## src/rtl/stuff_or_data_pkg.sv

```systemverilog
// stuff_or_data_pkg: shared state enum, legal lane counts and LANES elaboration check.
package stuff_or_data_pkg;
   typedef enum logic {IDLE, RUN} sod_state_e;
   localparam int LANES_MIN = 1;
   localparam int LANES_MID = 2;
   localparam int LANES_MAX = 4;
   function automatic bit lanes_ok(input int l);
      return l == LANES_MIN || l == LANES_MID || l == LANES_MAX;
   endfunction
endpackage

```

## src/rtl/sod_lane_step.sv

```systemverilog
// sod_lane_step: one slot of the stuff/data accumulator; chained once per lane.
module sod_lane_step #(
   parameter int MPT_W = 8
) (
   input  logic [MPT_W:0]   acc,
   input  logic [MPT_W-1:0] cm,
   input  logic [MPT_W-1:0] pm,
   input  logic             slot_ok,
   output logic             ds,
   output logic             lane_vld,
   output logic [MPT_W:0]   acc_next
);
   logic [MPT_W:0] t;
   logic           ge;
   assign t        = acc + {1'b0, cm};
   assign ge       = t >= {1'b0, pm};
   assign ds       = slot_ok & ge;
   assign lane_vld = slot_ok;
   assign acc_next = !slot_ok ? acc : ge ? t - {1'b0, pm} : t;
endmodule

```

## src/rtl/stuff_or_data_lanes.sv

```systemverilog
// stuff_or_data_lanes: spreads cm data slots evenly over pm payload slots, LANES slots per beat.
// Define SOD_ERR_FLAGS_EN to add err_sof_early/err_sof_late and frame restart on sof_in in RUN.
module stuff_or_data_lanes
   import stuff_or_data_pkg::*;
#(
   parameter int MPT_W = 8,
   parameter int LANES = 1
) (
   input  logic             clk,
   input  logic             rst_n,
   input  logic [MPT_W-1:0] pm,
   input  logic [MPT_W-1:0] cm,
   input  logic             sof_in,
   input  logic             valid_in,
   output logic             sof_out,
   output logic             valid_out,
   output logic [LANES-1:0] ds,
   output logic [LANES-1:0] lane_vld,
   output logic             eof_out,
   output logic             cfg_err
`ifdef SOD_ERR_FLAGS_EN
   ,
   output logic             err_sof_early,
   output logic             err_sof_late
`endif
);
   generate
      if (!lanes_ok(LANES)) begin : g_bad_lanes
         $error("stuff_or_data_lanes: LANES must be 1, 2 or 4");
      end
   endgenerate

`ifdef SOD_ERR_FLAGS_EN
   localparam bit RESTART = 1'b1;
`else
   localparam bit RESTART = 1'b0;
`endif

   sod_state_e       state;
   logic [MPT_W-1:0] pm_r, cm_r;
   logic [MPT_W:0]   acc, cnt;
   logic [MPT_W:0]   acc_c [0:LANES];
   logic [LANES-1:0] ds_c, vld_c;
   logic             cfg_ok, sof_take, beat, last;

   assign cfg_ok   = pm != '0 && cm <= pm;
   assign sof_take = sof_in && (state == IDLE || RESTART);
   assign beat     = valid_in && state == RUN && !sof_take;
   assign last     = cnt + (MPT_W+1)'(LANES) >= {1'b0, pm_r};
   assign acc_c[0] = acc;

   for (genvar k = 0; k < LANES; k++) begin : g_lane
      sod_lane_step #(.MPT_W(MPT_W)) u_step (
         .acc      (acc_c[k]),
         .cm       (cm_r),
         .pm       (pm_r),
         .slot_ok  (cnt + (MPT_W+1)'(k + 1) <= {1'b0, pm_r}),
         .ds       (ds_c[k]),
         .lane_vld (vld_c[k]),
         .acc_next (acc_c[k+1])
      );
   end

   always_ff @(posedge clk or negedge rst_n) begin
      if (!rst_n) begin
         state     <= IDLE;
         pm_r      <= '0;
         cm_r      <= '0;
         acc       <= '0;
         cnt       <= '0;
         sof_out   <= 1'b0;
         cfg_err   <= 1'b0;
         valid_out <= 1'b0;
         ds        <= '0;
         lane_vld  <= '0;
         eof_out   <= 1'b0;
`ifdef SOD_ERR_FLAGS_EN
         err_sof_early <= 1'b0;
         err_sof_late  <= 1'b0;
`endif
      end else begin
         sof_out   <= sof_take && cfg_ok;
         cfg_err   <= sof_take && !cfg_ok;
         valid_out <= beat;
         ds        <= beat ? ds_c : '0;
         lane_vld  <= beat ? vld_c : '0;
         eof_out   <= beat && last;
`ifdef SOD_ERR_FLAGS_EN
         err_sof_early <= sof_in && state == RUN;
         err_sof_late  <= valid_in && !sof_in && state == IDLE;
`endif
         if (sof_take) begin
            state <= cfg_ok ? RUN : IDLE;
            if (cfg_ok) begin
               pm_r <= pm;
               cm_r <= cm;
               acc  <= '0;
               cnt  <= '0;
            end
         end else if (beat) begin
            acc <= acc_c[LANES];
            cnt <= cnt + (MPT_W+1)'(LANES);
            if (last) state <= IDLE;
         end
      end
   end
endmodule

```

## config.mk

```make
export PLATFORM = sky130hd
export DESIGN_NAME = stuff_or_data_lanes
export DESIGN_NICKNAME = d
export VERILOG_FILES = /design/src/rtl/stuff_or_data_pkg.sv /design/src/rtl/sod_lane_step.sv /design/src/rtl/stuff_or_data_lanes.sv
export SDC_FILE = /design/constraint.sdc
export NUM_CORES = 1
export LEC_CHECK = 0
export BUFFER_PORTS_ARGS = -buffer_cell sky130_fd_sc_hd__buf_2
export CORE_MARGIN = 5
export CORE_UTILIZATION = 50
export CTS_CLUSTER_SIZE = 14
export DETAILED_ROUTE_END_ITERATION = 12
export PLACE_DENSITY = 0.71
export SLEW_MARGIN = 25
export SYNTH_ARGS = -nofsm -noshare
export SYNTH_HDL_FRONTEND = slang
export SYNTH_SLANG_ARGS = --single-unit
```

## constraint.sdc

```tcl
create_clock -name clk -period 3.4 [get_ports clk]
set_input_delay 0.34 -clock clk [delete_from_list [all_inputs] [get_ports clk]]
set_output_delay 0.34 -clock clk [all_outputs]
set_load 0.02 [all_outputs]
```

==> results of run 1 <==
[cells by family (layout without fill, tap and decap cells)]
group	count (synthesis)	after routing	share of synthesized area, %
AOI/OAI and AO/OA	84	84	20.01
xor gates and xnor gates	15	15	4.414
adders and majority gates	35	35	15.22
buffers and inverters	38	82	5.296
DFF	41	41	34.47
muxes	12	12	4.582
and+or+nand+nor	92	92	16.01
[worst max path at each step]
stage	to	slack (ps)
after floorplan	acc[7]$_DFFE_PN0P_	110
after global placement	acc[7]$_DFFE_PN0P_	60
after detailed placement	acc[7]$_DFFE_PN0P_	-80
after CTS	acc[7]$_DFFE_PN0P_	20
after global routing	acc[2]$_DFFE_PN0P_	-60
final	acc[7]$_DFFE_PN0P_	120
[routing by layer]
metal | global-route usage (%) | share of wire (%)
met1 | 27.80 | 46
met4 | 5.997 | 1.7
met5 | 0 | 0
met3 | 3.690 | 4.9
met2 | 32.02 | 47
[repair_timing]
action                                  4_1_cts  5_1_grt
pin swaps                                     5       13
endpoints found under the setup margin        6        9
setup buffers                                 4        5
gates resized for setup                       4       17
[layout make-up]
| type | instances | share of cell area, % |
|---|---|---|
| clock buffers | 5 | 1.937 |
| clock inverters | 3 | 1.832 |
| inverters | 28 | 2.959 |
| multi-input cells | 238 | 53.26 |
| flip-flops and latches | 41 | 28.88 |
| well taps | 75 | 2.642 |
| repair buffers | 46 | 8.489 |
[cells in the mapped netlist (all sizes together) (4+ instances only)]
cell type,number,area [um^2]
a211o,5,43.79
a21o,4,30.03
clkbuf,5,20.01
or3,4,25.02
nor2,13,48.80
nor3,5,25.02
nand2b,4,25.02
inv,28,105.1
o21a,6,45.04
dfrtp,41,1026
o21ai,26,130.1
a211oi,9,67.56
nand3,6,30.03
nand4,7,43.79
mux2,10,116.4
ha,33,412.9
nand2,29,108.9
nor4,4,25.02
xnor2,12,105.1
a21oi,10,50.05
buf,5,32.53
[flip-flops by register name (all words and copies together) (netlist names)]
signal     flops
acc            9
cnt            9
cm_r           8
pm_r           8
cfg_err        1
ds             1
eof_out        1
lane_vld       1
sof_out        1
state          1
valid_out      1
[cells in the final DEF, fill, tap and decap left out, types with 3 or more instances in the layout]
master | synthesis | routed
inv_1 | 28 | 27
a21o_1 | 4 | 4
o21ai_0 | 26 | 24
nand2_1 | 29 | 29
a311o_1 | 3 | 3
nor3_1 | 5 | 5
o211ai_1 | 3 | 3
buf_4 | 1 | 20
buf_2 | 2 | 24
mux2_2 | 9 | 9
o21a_1 | 6 | 6
a21oi_1 | 10 | 8
ha_1 | 33 | 30
a211o_1 | 5 | 5
nand4_1 | 7 | 7
nor2b_1 | 3 | 3
nand2b_1 | 4 | 3
dfrtp_1 | 41 | 41
clkbuf_8 | 0 | 5
xor2_1 | 3 | 3
a2111oi_2 | 3 | 3
nor2_1 | 13 | 13
or3_1 | 4 | 4
nand3b_1 | 3 | 3
xnor2_1 | 12 | 11
a211oi_1 | 9 | 7
nor3b_1 | 3 | 3
nand3_1 | 6 | 6
nor4_1 | 4 | 4
[stage by stage]
step | setup TNS [ps] | cells | worst slack (ps)
after floorplan | 0 | 317 | 106.1
after global placement | 0 | 419 | 63.14
after detailed placement | -109.7 | 419 | -80.24
after CTS | 0 | 431 | 16.83
after global routing | -168.2 | 436 | -55.68
final | 0 | 436 | 121.6
==> summary.md, run 1 <==
| Metric | Value |
|---|---|
| Clock Latency Late Sink | `around 300 ps` |
| CP max FO | `5` |
| Max_cap viols | `0` |
| P&R area growth vs syn | `19.34%` |
| CTS buffer count | `5` |
| Post-Syn Nets | `372` |
| Largest net degree at the start of global routing | `42` |
| WP depth | `13` |
| Synthesized flop and latch total | `41` |
| Util after Layout | `about three fifths` |
| Crit-path cells | `ha_1 > o21ai_1 > o21bai_1 > a21oi_1 > xnor2_1 > ha_1 > and3_4 > a31oi_4 > nand2_1 > mux2i_1 > buf_4 > mux2_4 > a32o_1` |
| WP data arrival | `approximately 3500 ps` |
| Antenna violations before repair | `0` |
| Final setup viols | `0` |
| Number of port buffers | `25` |
| Die height | `between 80 and 90 um` |
| EDFF count, synth | `0` |
| Worst Hold Class | `primary input to asynchronous set/reset pin` |
| Final Hold Viols | `0` |
| Critical Path Max Stage Delay | `roughly 400 ps` |
| Initial DRC count | `roughly 170` |
| Core area | `5851 um^2` |
| Worst Skew | `~3.7 ps` |
| Number of global-route vias before repair | `about 2500` |
| Post-route DRC | `0` |
| Fillers | `approximately 480` |
| Bufs and invs on worst path | `1` |
| Final nets | `slightly above 400` |
| Clk root buf | `clkbuf_8` |
| Dpl cell area | `between 3000 and 4000 um^2` |
| Sequential element share of the synthesized area | `between 30% and 40%` |
| Gpl congestion | `between 0.8 and 0.9` |
| Dpl hpwl | `approximately 5.3 mm` |
| Worst Max-Slew Pin Slew | `between 500 and 600 ps` |
| GRT Util Overall | `20.08%` |
| Final wirelength | `roughly 7.2 mm` |
| Sinks on Clock Net | `41` |
| Post-route cell area | `~3600 um^2` |
| Gr ovfl total | `0` |
| Post-DRT Antenna Nets | `0` |
| Max clock buf depth | `2` |
| Reg area | `slightly above 1000 um^2` |
| Worst R2R Setup Slack | `approximately 120 ps` |
| FF-to-FF Start | `cm_r[2]$_DFFE_PN0P_` |
| Fin crit share | `96.42%` |
| DRT Pass-1 Iters | `4` |
| Max Clk Rate | `between 300 and 400 MHz` |
| N_diodes | `0` |
| Post-synth cell types | `54` |
| Area taken by multi-input logic gates | `roughly 1900 um^2` |
| Worst flop-to-flop path endpoint | `acc[7]$_DFFE_PN0P_` |
| TritonCTS clock tree | `built` |
| Kind of critical path | `flop to flop` |
| Outcome | `completed` |
| CP dominant cell by count | `ha_1` |
| Share of cells above drive strength 1 | `23.82%` |
| Worst Setup SP | `cm_r[2]$_DFFE_PN0P_` |
| Vias | `about 2600` |
| Startpoint Class | `flop` |
| Hold-fix buffers, CTS | `0` |
| Worst hold slack | `13.16 ps` |
| Row cnt | `28` |
| Reg clk slew, reported paths | `80 ps` |
| Post-synthesis async set-or-reset flop share | `100.0%` |
| Vias/cell | `a little under 6` |
| Htree depth | `2` |
| Syn. warnings | `0` |
| Slew headroom | `approximately two thirds` |
| Fin. max-slew vios | `0` |
| Synth Cell Area | `between 2000 and 3000 um^2` |
| CP Capture Type | `flop` |
| Reg2Reg Depth | `13` |
| Critical Path Slowest Stage Cell | `dfrtp_1` |
| Worst path required time | `3590 ps` |
| Syn Area/Cell | `9.390 um^2` |
| Synth Flop Type | `dfrtp_1` |
| Die area | `~7600 um^2` |
| Fin crit period | `about 3300 ps` |
| DIE WIDTH | `a little under 90 um` |
| I/O pin count | `26` |
| Initial core utilization | `50.88%` |
| First-pass GRT wire length | `around 12 mm` |
| Wirelength per Cell | `approximately 16 um` |
| CP delay by family, top | `compound AO/OA/AOI/OAI gates` |
| Gate Count Post-Synth | `approximately 320` |
Power of run 1 is not shown: default switching activity piles up to over one toggle a cycle in this logic, so the estimate is an artifact.
==> inputs of run 2 (changes only) <==
--- a/config.mk
+++ b/config.mk
@@ -10,7 +10,7 @@
 export CORE_UTILIZATION = 50
 export CTS_CLUSTER_SIZE = 14
 export DETAILED_ROUTE_END_ITERATION = 12
-export PLACE_DENSITY = 0.71
+export PLACE_DENSITY = 0.69
 export SLEW_MARGIN = 25
 export SYNTH_ARGS = -nofsm -noshare
 export SYNTH_HDL_FRONTEND = slang
==> constraint.sdc (replaced) <==
create_clock -name clk -period 3.65 [get_ports clk]
set_input_delay 0.365 -clock clk [delete_from_list [all_inputs] [get_ports clk]]
set_output_delay 0.365 -clock clk [all_outputs]
set_load 0.02 [all_outputs]
==> run 2 against run 1 <==
  * Cell area is 5.8% lower
  * Fmax is 3.4% lower
  * Global-route usage is 0.75 points lower
  * Sequential cell count stayed put
  * Via count is 4.1% lower
  * Final cell count is 2.5% lower
  * Utilization is 3.5 points lower
  * Non-clock buffer count is 11 lower
  * Register-to-register slack better by 130 ps
  * Worst hold slack better by 300 ps
  * Critical endpoint unchanged
  * Largest cell class unchanged
==> summary.md, run 2 (same netlist as run 1, synthesis figures left out) <==
| Metric | Value |
|---|---|
| Outcome | `completed` |
| Commonest non-fill, non-tap cell in the layout | `dfrtp_1` |
| Share of cells above drive strength 1 | `a little under a fifth` |
| Die area | `roughly 7600 um^2` |
| P&R area growth vs syn | `12.40%` |
| Vias | `approximately 2400` |
| Fin crit share | `93.01%` |
| Dpl cell area | `around 3200 um^2` |
| Met3 GRT Util | `under 10%` |
| Initial core utilization | `50.88%` |
| Antenna violations before repair | `0` |
| Gpl congestion | `0.8136` |
| Fin. max-slew vios | `0` |
| WP data arrival | `roughly 3600 ps` |
| Max Clk Rate | `294.6 MHz` |
| N_diodes | `0` |
| Grt met1 use | `a little over a quarter` |
| Initial DRC count | `105` |
| Largest registers | `acc: 9 flops, cnt: 9 flops` |
| Sinks on Clock Net | `slightly above 40` |
| Final nets | `404` |
| Met2 Use GR | `between 30% and 40%` |
| Gr ovfl total | `0` |
| Worst Hold Class | `primary input to flop` |
| Final wirelength | `6.748 mm` |
| Final Hold Viols | `0` |
| Post-DRT Antenna Nets | `0` |
| Vias/cell | `approximately 5.8` |
| TritonCTS clock tree | `built` |
| Global route hottest layer | `met2` |
| Critical Path Max Stage Delay | `around 390 ps` |
| Final setup viols | `0` |
| Htree depth | `2` |
| CP dominant cell by count | `ha_1` |
| Commonest cells after routing, fill and taps aside | `dfrtp_1 (41), ha_1 (33), nand2_1 (29)` |
| Row cnt | `28` |
| GRT Util Overall | `19.33%` |
| Die height | `~87 um` |
| I/O pin count | `26` |
| Post-route cell area | `3346 um^2` |
| Slew headroom | `about 48%` |
| CP max FO | `5` |
| Number of port buffers | `25` |
| Hold-critical path depth | `3` |
| Setup Buffers After CTS | `0` |
| CTS buffer count | `5` |
| Reg2Reg Depth | `14` |
| Max_cap viols | `0` |
| First-pass GRT wire length | `11.50 mm` |
| Reg clk slew, reported paths | `around 80 ps` |
| Worst Skew | `a little over 6 ps` |
| Number of global-route vias before repair | `2408` |
| CP Capture Type | `flop` |
| Startpoint Class | `flop` |
| Post-route DRC | `0` |
| Dpl hpwl | `5.338 mm` |
| Kind of critical path | `flop to flop` |
| Worst path required time | `3840 ps` |
| Worst Max-Slew Pin Slew | `between 700 and 800 ps` |
| Max clock buf depth | `2` |
| Fin crit period | `3395 ps` |
| Clock Latency Late Sink | `a little under 300 ps` |
| Core area | `roughly 5900 um^2` |
| DRT Pass-1 Iters | `4` |
| Largest net degree at the start of global routing | `42` |
| Critical Path Slowest Stage Cell | `fa_1` |
| Crit-path cells | `ha_1 > inv_1 > fa_1 > nand2b_1 > a21oi_2 > a211oi_1 > xnor2_1 > ha_1 > and4_1 > a31oi_2 > nand2_1 > mux2i_4 > mux2_4 > a32o_1` |
| RSZ-0062 raised after global routing | `no` |
| Wirelength per Cell | `between 15 and 20 um` |
| Setup TNS | `0 ps` |
| DIE WIDTH | `87.16 um` |
| Clk root buf | `clkbuf_8` |
==> run 2: changes by cell type in the layout (fill, tap and decap cells not counted), sizes merged <==
cell,delta
bufinv,-2
clkinv,+1
clkinvlp,+2
inv,-1
dlygate4sd3,+1
buf,-12
==> run 2: final timing paths <==
check / startpoint / endpoint / slack [ps]
worst max-delay path: cm_r[0]$_DFFE_PN0P_ / acc[7]$_DFFE_PN0P_ / 260
worst min-delay path: pm[1] / pm_r[1]$_DFFE_PN0P_ / 310
worst max register to register: cm_r[0]$_DFFE_PN0P_ / acc[7]$_DFFE_PN0P_ / 260
worst min register to register: acc[5]$_DFFE_PN0P_ / acc[5]$_DFFE_PN0P_ / 520
max in group asynchronous: rst_n / cm_r[1]$_DFFE_PN0P_ / 2660
min in group asynchronous: rst_n / pm_r[5]$_DFFE_PN0P_ / 530
==> run 2: critical path, delay by kind of cell, from the launching register on <==
kind                     cells  cell delay (ps)
multiplexers                 2              520
AND/OR/NAND/NOR              3              510
XOR/XNOR                     1              220
buffers and inverters        1               60
flip-flops                   1              360
AO/OA/AOI/OAI                4              710
adder cells (fa/ha/maj)      3              900
==> run 2: final cells by class <==
type / count / area (um^2)
clock buffers: 5 / 68.82
clock inverters: 3 / 17.52
fillers: 529 / 2505
inverters: 28 / 108.9
multi-input cells: 238 / 1815
flip-flops and latches: 41 / 1026
well taps: 75 / 93.84
repair buffers: 35 / 215.2
==> run 2: metrics by stage <==
stage	std cells	hold WS (ps)	setup WS (ps)	utilization, %
2_1_floorplan	317	69.41	356.1	-
3_3_place_gp	415	494.9	188.5	54.75
3_5_place_dp	415	488.0	79.83	54.75
4_1_cts	423	231.5	55.38	56.22
5_1_grt	425	302.6	17.08	57.19
6_report	425	312.8	255.3	57.19
==> run 2: layer usage <==
metal,vias to the layer above,wire [um]
met1,1175,3303
li1,1224,-
met4,0,54
met3,5,239
met5,-,0
met2,45,3151
==> run 2: repair_timing <==
| item | 4_1_cts | 5_1_grt |
|---|---|---|
| endpoints found under the setup margin | 0 | 10 |
| gates resized for setup | 0 | 6 |
| hold buffers | 0 | 1 |
| endpoints found under the hold margin | 0 | 5 |
Power of run 2 is left out for the same reason.
